## src/rtl/apb_ucpd_frs_tx_if.sv

```systemverilog
// Control/status bundle between the UCPD FRS register block (master) and the FRS transmitter (slave).
// cc_sense is only consumed when the transmitter is built with UCPD_FRS_CHK_EN.
interface apb_ucpd_frs_tx_if #(
    parameter int US_W   = 10,
    parameter int FREQ_W = 6
);
    logic [FREQ_W-1:0] clk_freq;
    logic              frs_en;
    logic              frs_tx_req;
    logic [US_W-1:0]   pulse_us;
    logic [US_W-1:0]   guard_us;
    logic              cc_sense;
    logic              frs_tx_out;
    logic              frs_busy;
    logic              frs_done;
    logic              frs_rej;
    logic              frs_abort;
    logic              frs_err;

    modport master (
        output clk_freq, frs_en, frs_tx_req, pulse_us, guard_us, cc_sense,
        input  frs_tx_out, frs_busy, frs_done, frs_rej, frs_abort, frs_err
    );

    modport slave (
        input  clk_freq, frs_en, frs_tx_req, pulse_us, guard_us, cc_sense,
        output frs_tx_out, frs_busy, frs_done, frs_rej, frs_abort, frs_err
    );
endinterface

```

## src/rtl/apb_ucpd_frs_tx.sv

```systemverilog
// FRS transmitter: drives the CC pull-down for max(pulse_us,1) us, then a guard_us gap; UCPD_FRS_CHK_EN adds a CC line check.
// Latency: accepted request drives frs_tx_out from the next cycle; status pulses are registered (one cycle after the event).
// Backpressure: none; requests arriving while busy, disabled or with clk_freq==0 are dropped and flagged on frs_rej.
module apb_ucpd_frs_tx #(
    parameter int US_W   = 10,
    parameter int FREQ_W = 6
) (
    input  logic               ic_clk,
    input  logic               ic_rst_n,
    apb_ucpd_frs_tx_if.slave   bus
);

    localparam logic [1:0] IDLE  = 2'd0;
    localparam logic [1:0] DRIVE = 2'd1;
    localparam logic [1:0] GUARD = 2'd2;

    localparam logic [FREQ_W-1:0] F_ONE = {{(FREQ_W-1){1'b0}}, 1'b1};
    localparam logic [US_W-1:0]   U_ONE = {{(US_W-1){1'b0}}, 1'b1};

    logic [1:0]        state;
    logic [FREQ_W-1:0] freq_q;
    logic [FREQ_W-1:0] pre_cnt;
    logic [US_W-1:0]   pulse_q;
    logic [US_W-1:0]   guard_q;
    logic [US_W-1:0]   us_cnt;
    logic              out_q;
    logic              done_q;
    logic              rej_q;
    logic              abort_q;

    logic              running;
    logic              tick;
    logic              accept;
    logic              abort_now;
    logic              drive_end;
    logic              guard_end;
    logic              done_now;
    logic [US_W-1:0]   drive_last;

    assign running    = (state == DRIVE) || (state == GUARD);
    assign tick       = running && (pre_cnt == (freq_q - F_ONE));
    assign accept     = (state == IDLE) && bus.frs_en && bus.frs_tx_req && (bus.clk_freq != '0);
    assign abort_now  = running && !bus.frs_en;

    // A programmed pulse of 0 us behaves as 1 us.
    assign drive_last = (pulse_q == '0) ? '0 : (pulse_q - U_ONE);
    assign drive_end  = (state == DRIVE) && tick && (us_cnt == drive_last);
    assign guard_end  = (state == GUARD) && tick && (us_cnt == (guard_q - U_ONE));
    assign done_now   = !abort_now && ((drive_end && (guard_q == '0)) || guard_end);

    always_ff @(posedge ic_clk or negedge ic_rst_n) begin
        if (!ic_rst_n) begin
            state   <= IDLE;
            freq_q  <= '0;
            pulse_q <= '0;
            guard_q <= '0;
            pre_cnt <= '0;
            us_cnt  <= '0;
            out_q   <= 1'b0;
        end else if (abort_now) begin
            state   <= IDLE;
            pre_cnt <= '0;
            us_cnt  <= '0;
            out_q   <= 1'b0;
        end else begin
            case (state)
                IDLE: begin
                    pre_cnt <= '0;
                    us_cnt  <= '0;
                    out_q   <= 1'b0;
                    if (accept) begin
                        freq_q  <= bus.clk_freq;
                        pulse_q <= bus.pulse_us;
                        guard_q <= bus.guard_us;
                        state   <= DRIVE;
                        out_q   <= 1'b1;
                    end
                end
                DRIVE: begin
                    pre_cnt <= tick ? '0 : (pre_cnt + F_ONE);
                    if (drive_end) begin
                        us_cnt <= '0;
                        out_q  <= 1'b0;
                        state  <= (guard_q == '0) ? IDLE : GUARD;
                    end else if (tick) begin
                        us_cnt <= us_cnt + U_ONE;
                    end
                end
                GUARD: begin
                    pre_cnt <= tick ? '0 : (pre_cnt + F_ONE);
                    out_q   <= 1'b0;
                    if (guard_end) begin
                        us_cnt <= '0;
                        state  <= IDLE;
                    end else if (tick) begin
                        us_cnt <= us_cnt + U_ONE;
                    end
                end
                default: begin
                    state   <= IDLE;
                    pre_cnt <= '0;
                    us_cnt  <= '0;
                    out_q   <= 1'b0;
                end
            endcase
        end
    end

    always_ff @(posedge ic_clk or negedge ic_rst_n) begin
        if (!ic_rst_n) begin
            done_q  <= 1'b0;
            rej_q   <= 1'b0;
            abort_q <= 1'b0;
        end else begin
            done_q  <= done_now;
            rej_q   <= bus.frs_tx_req && !accept;
            abort_q <= abort_now;
        end
    end

`ifdef UCPD_FRS_CHK_EN
    logic mis_flag;
    logic mis_next;
    logic err_q;

    // The final drive tick is folded in combinationally so it can still flag the completing sequence.
    assign mis_next = mis_flag || ((state == DRIVE) && tick && bus.cc_sense);

    always_ff @(posedge ic_clk or negedge ic_rst_n) begin
        if (!ic_rst_n) begin
            mis_flag <= 1'b0;
            err_q    <= 1'b0;
        end else begin
            mis_flag <= (accept || abort_now) ? 1'b0 : mis_next;
            err_q    <= done_now && mis_next;
        end
    end

    assign bus.frs_err = err_q;
`else
    logic unused_cc_sense;
    assign unused_cc_sense = bus.cc_sense;
    assign bus.frs_err     = 1'b0;
`endif

    assign bus.frs_tx_out = out_q;
    assign bus.frs_busy   = (state != IDLE);
    assign bus.frs_done   = done_q;
    assign bus.frs_rej    = rej_q;
    assign bus.frs_abort  = abort_q;

endmodule

```

## src/flat_wrapper.sv

```systemverilog
// flat-port wrapper written by rule: the top's interface ports become plain ports
module apb_ucpd_frs_tx_flat 
#(
    parameter int US_W   = 10,
    parameter int FREQ_W = 6
)
  (ic_clk, ic_rst_n, bus_clk_freq, bus_frs_en, bus_frs_tx_req, bus_pulse_us, bus_guard_us, bus_cc_sense, bus_frs_tx_out, bus_frs_busy, bus_frs_done, bus_frs_rej, bus_frs_abort, bus_frs_err);
  apb_ucpd_frs_tx_if #(.US_W(US_W), .FREQ_W(FREQ_W)) bus_i ();
  input  logic ic_clk;
  input  logic ic_rst_n;
  input wire logic [$bits(bus_i.clk_freq)-1:0] bus_clk_freq;
  input wire logic [$bits(bus_i.frs_en)-1:0] bus_frs_en;
  input wire logic [$bits(bus_i.frs_tx_req)-1:0] bus_frs_tx_req;
  input wire logic [$bits(bus_i.pulse_us)-1:0] bus_pulse_us;
  input wire logic [$bits(bus_i.guard_us)-1:0] bus_guard_us;
  input wire logic [$bits(bus_i.cc_sense)-1:0] bus_cc_sense;
  output wire logic [$bits(bus_i.frs_tx_out)-1:0] bus_frs_tx_out;
  output wire logic [$bits(bus_i.frs_busy)-1:0] bus_frs_busy;
  output wire logic [$bits(bus_i.frs_done)-1:0] bus_frs_done;
  output wire logic [$bits(bus_i.frs_rej)-1:0] bus_frs_rej;
  output wire logic [$bits(bus_i.frs_abort)-1:0] bus_frs_abort;
  output wire logic [$bits(bus_i.frs_err)-1:0] bus_frs_err;
  assign bus_i.clk_freq = bus_clk_freq;
  assign bus_i.frs_en = bus_frs_en;
  assign bus_i.frs_tx_req = bus_frs_tx_req;
  assign bus_i.pulse_us = bus_pulse_us;
  assign bus_i.guard_us = bus_guard_us;
  assign bus_i.cc_sense = bus_cc_sense;
  assign bus_frs_tx_out = bus_i.frs_tx_out;
  assign bus_frs_busy = bus_i.frs_busy;
  assign bus_frs_done = bus_i.frs_done;
  assign bus_frs_rej = bus_i.frs_rej;
  assign bus_frs_abort = bus_i.frs_abort;
  assign bus_frs_err = bus_i.frs_err;
  apb_ucpd_frs_tx #(.US_W(US_W), .FREQ_W(FREQ_W)) u_core (.ic_clk(ic_clk), .ic_rst_n(ic_rst_n), .bus(bus_i));
endmodule
```

## config.mk

```make
export PLATFORM = sky130hd
export DESIGN_NAME = apb_ucpd_frs_tx_flat
export DESIGN_NICKNAME = d
export VERILOG_FILES = /design/src/rtl/apb_ucpd_frs_tx_if.sv /design/src/rtl/apb_ucpd_frs_tx.sv /design/src/flat_wrapper.sv
export SDC_FILE = /design/constraint.sdc
export NUM_CORES = 1
export LEC_CHECK = 0
export BUFFER_PORTS_ARGS = -buffer_cell sky130_fd_sc_hd__buf_4
export CORE_MARGIN = 2
export CORE_UTILIZATION = 31
export CTS_CLUSTER_SIZE = 24
export DETAILED_ROUTE_END_ITERATION = 10
export GPL_TIMING_DRIVEN = 0
export PLACE_DENSITY_LB_ADDON = 0.05
export SYNTH_ARGS = -nofsm -noshare
export SYNTH_HDL_FRONTEND = slang
export SYNTH_SLANG_ARGS = --single-unit
export TNS_END_PERCENT = 30
```

## constraint.sdc

```tcl
create_clock -name ic_clk -period 2.5 [get_ports ic_clk]
set_input_delay 0.25 -clock ic_clk [delete_from_list [all_inputs] [get_ports ic_clk]]
set_output_delay 0.25 -clock ic_clk [all_outputs]
set_load 0.01 [all_outputs]
```

==> report_table.html <==
<table>
<tr><th>Metric</th><th>Value</th></tr>
<tr><th colspan="2">Routing</th></tr>
<tr><td>Remaining design rule violation count</td><td>0</td></tr>
<tr><td>Number of search-and-repair iterations in the first detailed-routing pass</td><td>4</td></tr>
<tr><td>DR WL met3</td><td>224 um</td></tr>
<tr><td>Highest metal layer with signal wires</td><td>met4</td></tr>
<tr><td>Routed wire length</td><td>approximately 8.5 mm</td></tr>
<tr><td>Count of nets left with antenna violations after detail routing</td><td>0</td></tr>
<tr><td>Routed via count divided by cell count</td><td>just over 5</td></tr>
<tr><td>Met1 Wirelength</td><td>about 4 mm</td></tr>
<tr><td>Number of DRC markers in iteration 0</td><td>85</td></tr>
<tr><td>Met2 wire len</td><td>about 4.1 mm</td></tr>
<tr><td>Routed via count</td><td>between 2k and 3k</td></tr>
<tr><td>Post-detailed-route wirelength per cell</td><td>~16 um</td></tr>
<tr><th colspan="2">Timing</th></tr>
<tr><td>Finish-stage setup viols</td><td>14</td></tr>
<tr><td>Unrepaired setup endpoints after global routing</td><td>yes</td></tr>
<tr><td>Final worst path period share</td><td>1.14</td></tr>
<tr><td>Final hold slack</td><td>0.145 ns</td></tr>
<tr><td>Min cycle time layout</td><td>around 2.9 ns</td></tr>
<tr><td>Clock skew after layout</td><td>0.00597 ns</td></tr>
<tr><td>Number of failing hold endpoints at the final stage</td><td>0</td></tr>
<tr><td>Timing-limited maximum frequency</td><td>between 300 and 400 MHz</td></tr>
<tr><td>Rel. slew slack</td><td>0.555</td></tr>
<tr><td>Max Transition Viols Final</td><td>0</td></tr>
<tr><td>Worst-case setup margin in the final layout</td><td>-0.356 ns</td></tr>
<tr><td>Transition time of the tightest slew-check pin</td><td>0.668 ns</td></tr>
<tr><th colspan="2">Logic synthesis</th></tr>
<tr><td>Adder-Cell Fraction of Synth Area</td><td>0.0361</td></tr>
<tr><td>Async set-or-reset flop fraction in the synthesized netlist</td><td>1.00</td></tr>
<tr><td>Largest area contributor in the synthesized netlist</td><td>dfrtp_1</td></tr>
<tr><td>Mapped Cells</td><td>330</td></tr>
<tr><td>Top cells by area, synth</td><td>dfrtp_1, mux2_2, xnor2_1</td></tr>
<tr><td>Basic-gate share of the synthesized area counting and, or, nand and nor cells</td><td>0.211</td></tr>
<tr><td>Synth Cell Area</td><td>0.00312 mm2</td></tr>
<tr><td>Combinational family with the most area after synthesis</td><td>simple AND/OR/NAND/NOR gates</td></tr>
<tr><td>Number of synthesized flops with an enable pin</td><td>0</td></tr>
<tr><td>Post-Synthesis Net Count</td><td>370</td></tr>
<tr><td>Register bit total from synthesis</td><td>between 40 and 50</td></tr>
<tr><td>Avg Synthesized Cell Area</td><td>approximately 9.4 um2</td></tr>
<tr><td>Xor-xnor portion of the synthesized cell area</td><td>0.115</td></tr>
<tr><td>Portion of the post-synthesis area used by sequential elements</td><td>0.385</td></tr>
<tr><td>Fraction of synthesized area in multiplexers</td><td>0.0923</td></tr>
<tr><td>Most used flip-flop cell after synthesis</td><td>dfrtp_1</td></tr>
<tr><td>Post-synthesis compound-gate area fraction</td><td>0.118</td></tr>
<tr><td>Netlist cell types</td><td>between 50 and 60</td></tr>
<tr><td>Area share of the largest cell type after synthesis</td><td>0.385</td></tr>
<tr><td>Warnings, synthesis</td><td>0</td></tr>
<tr><th colspan="2">Power and ir drop</th></tr>
<tr><td>Overall power of the completed layout</td><td>between 3 and 4 mW</td></tr>
<tr><td>Switching power of the nets</td><td>1.57 mW</td></tr>
<tr><td>Combinational power share</td><td>0.509</td></tr>
<tr><td>Internal power summed over all cells</td><td>between 2 and 2.5 mW</td></tr>
<tr><td>Static Leakage</td><td>about 1.6 nW</td></tr>
<tr><td>Clock group share of total power</td><td>0.132</td></tr>
<tr><td>Portion of total power attributed to sequential cells</td><td>0.358</td></tr>
<tr><td>Maximum vdd ir drop</td><td>a little over 0.5 mV</td></tr>
<tr><td>PwrDens</td><td>roughly 930 mW/mm2</td></tr>
<tr><td>Fraction of power spent switching nets</td><td>0.415</td></tr>
<tr><th colspan="2">Clocking</th></tr>
<tr><td>Number of sinks on the clock net</td><td>48</td></tr>
<tr><td>Clock Path Buffers</td><td>2</td></tr>
<tr><td>Number of buffers added by the clock tree synthesis step</td><td>5</td></tr>
<tr><td>CTS clk-pin slew, worst paths</td><td>approximately 0.090 ns</td></tr>
<tr><td>Clock Root Buffer</td><td>clkbuf_8</td></tr>
<tr><td>Clock Latency Late Sink</td><td>about 0.31 ns</td></tr>
<tr><td>Clock tree from TritonCTS</td><td>yes</td></tr>
<tr><td>H-tree levels</td><td>2</td></tr>
<tr><th colspan="2">Floorplanning</th></tr>
<tr><td>Area inside the core boundary</td><td>0.00977 mm2</td></tr>
<tr><td>Area of the die</td><td>approximately 0.011 mm2</td></tr>
<tr><td>Floorplan row count</td><td>36</td></tr>
<tr><td>Initial Utilization</td><td>0.319</td></tr>
<tr><td>I/O pin count</td><td>37</td></tr>
<tr><td>DIE HEIGHT</td><td>around 100 um</td></tr>
<tr><td>Die X</td><td>about 100 um</td></tr>
<tr><th colspan="2">Global route</th></tr>
<tr><td>Remaining global-route overflow</td><td>0</td></tr>
<tr><td>Initial antenna violation count</td><td>0</td></tr>
<tr><td>Pin count of the biggest net entering global routing</td><td>49</td></tr>
<tr><td>Via count of the first global-routing pass</td><td>2,692</td></tr>
<tr><td>Overall Global Routing Usage</td><td>0.159</td></tr>
<tr><td>First-pass GRT wire length</td><td>~14 mm</td></tr>
<tr><th colspan="2">Cells and area</th></tr>
<tr><td>Highest-count cells in the layout ignoring fill and taps</td><td>buf_4, dfrtp_1, nor2_1</td></tr>
<tr><td>Layout net count</td><td>about 430</td></tr>
<tr><td>Antenna cells</td><td>0</td></tr>
<tr><td>Share of cells above drive strength 1</td><td>0.336</td></tr>
<tr><td>Signed area change from the synthesized netlist to the final layout</td><td>29.9%</td></tr>
<tr><td>Most common cell after layout, fill and taps aside</td><td>buf_4</td></tr>
<tr><td>Fin util</td><td>0.414</td></tr>
<tr><td>Number of filler cells placed in the layout</td><td>just over 1k</td></tr>
<tr><th colspan="2">Status</th></tr>
<tr><td>Failing checks</td><td>setup timing</td></tr>
<tr><td>Run status</td><td>finished with violations</td></tr>
<tr><th colspan="2">Hold path</th></tr>
<tr><td>Worst Hold Class</td><td>in -&gt; reg</td></tr>
<tr><td>Worst min-delay path startpoint</td><td>bus_pulse_us[0]</td></tr>
<tr><th colspan="2">Critical path</th></tr>
<tr><td>Worst endpoint required time</td><td>between 2 and 3 ns</td></tr>
<tr><td>WS Path Type</td><td>reg -&gt; reg</td></tr>
<tr><td>Start point of the critical path</td><td>u_core.freq_q[1]</td></tr>
<tr><td>Reg2reg start</td><td>u_core.freq_q[1]</td></tr>
<tr><td>Crit path capture type</td><td>register</td></tr>
<tr><td>Worst Path Max Fanout</td><td>5</td></tr>
<tr><td>Worst Path Arrival</td><td>about 3.0 ns</td></tr>
<tr><td>Kind of launch point of the worst setup path</td><td>register</td></tr>
<tr><th colspan="2">Placement</th></tr>
<tr><td>Detail Placement HPWL</td><td>5.95 mm</td></tr>
<tr><td>Post-placement worst setup slack</td><td>-0.513 ns</td></tr>
<tr><td>Last weighted congestion value of the routability-driven placer</td><td>~0.79</td></tr>
<tr><td>Count of input and output buffers</td><td>34</td></tr>
<tr><th colspan="2">Run</th></tr>
<tr><td>Max-capacitance violation count</td><td>0</td></tr>
</table>
final cells by class:
| type | count | area, um2 | share of cell area |
|---|---|---|---|
| Buffer | 14 | 87.6 | 0.0216 |
| Tap cell | 133 | 166 | 0.0411 |
| Inverter | 14 | 52.6 | 0.0130 |
| Timing Repair Buffer | 55 | 438 | 0.108 |
| Clock buffer | 8 | 90.1 | 0.0222 |
| Multi-Input combinational cell | 251 | 2010 | 0.497 |
| Sequential cell | 48 | 1200 | 0.297 |
cell usage after synthesis (4+ instances only):
| library cell | count |
|---|---|
| dfrtp_1 | 48 |
| nor2_1 | 28 |
| xnor2_1 | 26 |
| nand2_1 | 23 |
| mux2_2 | 22 |
| xor2_1 | 15 |
| inv_1 | 14 |
| clkbuf_1 | 12 |
| o21ai_0 | 12 |
| nand3_1 | 11 |
| a211oi_1 | 10 |
| nor3_1 | 10 |
| ha_1 | 9 |
| a21oi_1 | 8 |
| nand2b_1 | 6 |
| nor4_1 | 6 |
| or4_1 | 6 |
| mux2i_1 | 4 |
| or3_1 | 4 |
metal layers:
| layer | up-vias | global-route usage |
|---|---|---|
| li1 | 1292 | - |
| met1 | 1298 | 0.209 |
| met2 | 45 | 0.273 |
| met3 | 15 | 0.0219 |
| met4 | 0 | 0.0386 |
| met5 | - | 0 |
power groups by stage:
stage / clock network, mW / logic [mW] / registers, mW
5_1_grt: 0.548 / 2.12 / 1.41
6_report: 0.500 / 1.93 / 1.36
2_1_floorplan: 0 / 1.25 / 1.25
3_3_place_gp: 0 / 1.61 / 1.33
4_1_cts: 0.519 / 1.80 / 1.32
3_5_place_dp: 0 / 1.62 / 1.33
final timing paths:
path	endpoint	slack, ns	cells after the start
min reg2reg	u_core.pre_cnt[0]	0.51	1
max in group asynchronous	u_core.pulse_q[0]	1.49	2
min in group asynchronous	u_core.guard_q[6]	0.52	2
max	u_core.us_cnt[6]	-0.36	9
min	u_core.pulse_q[0]	0.15	3
max reg2reg	u_core.us_cnt[6]	-0.36	9
sequential cells by signal, summed over array words and instances (netlist names), 2 cells and up:
signal and count:
u_core.guard_q 10, u_core.pulse_q 10, u_core.us_cnt 10, u_core.pre_cnt 6, u_core.state 2, u_core.freq_q 6
metrics by stage:
step / instances / setup TNS, ns / area [um2]
2_1_floorplan: 330 / -1.27 / 3150
3_3_place_gp: 497 / -11.48 / 3570
3_5_place_dp: 497 / -10.79 / 3570
4_1_cts: 517 / -4.93 / 3910
5_1_grt: 523 / -5.70 / 4050
6_report: 523 / -4.30 / 4050
cells by family (layout without fill, tap and decap cells):
group / Yosys count / in the layout
AND/OR/NAND/NOR: 120 / 120
buffers and inverters: 31 / 91
multiplexers: 26 / 26
flip-flops: 48 / 48
adder cells (fa/ha/maj): 9 / 9
XOR/XNOR: 41 / 41
AO/OA/AOI/OAI: 54 / 54
other: 1 / 1
worst max-delay path, stage by stage (launching register included):
cell,delay [ns]
dfrtp_1,0.40
or4_4,0.54
or3_4,0.35
a211oi_4,0.26
nand2b_1,0.14
or4_4,0.53
o21ai_4,0.18
buf_4,0.15
buf_6,0.11
a211oi_1,0.06
repair_timing:
action / in CTS / in global routing
resized for setup: 33 / 28
cloned: 1 / 1
buffers inserted: 10 / 8
endpoints found under the setup margin: 38 / 44
pin swaps: 12 / 11
endpoints found under the hold margin: 3 / 0
hold buffers: 1 / 0
Note: power is estimated with default switching activity, not from simulation.
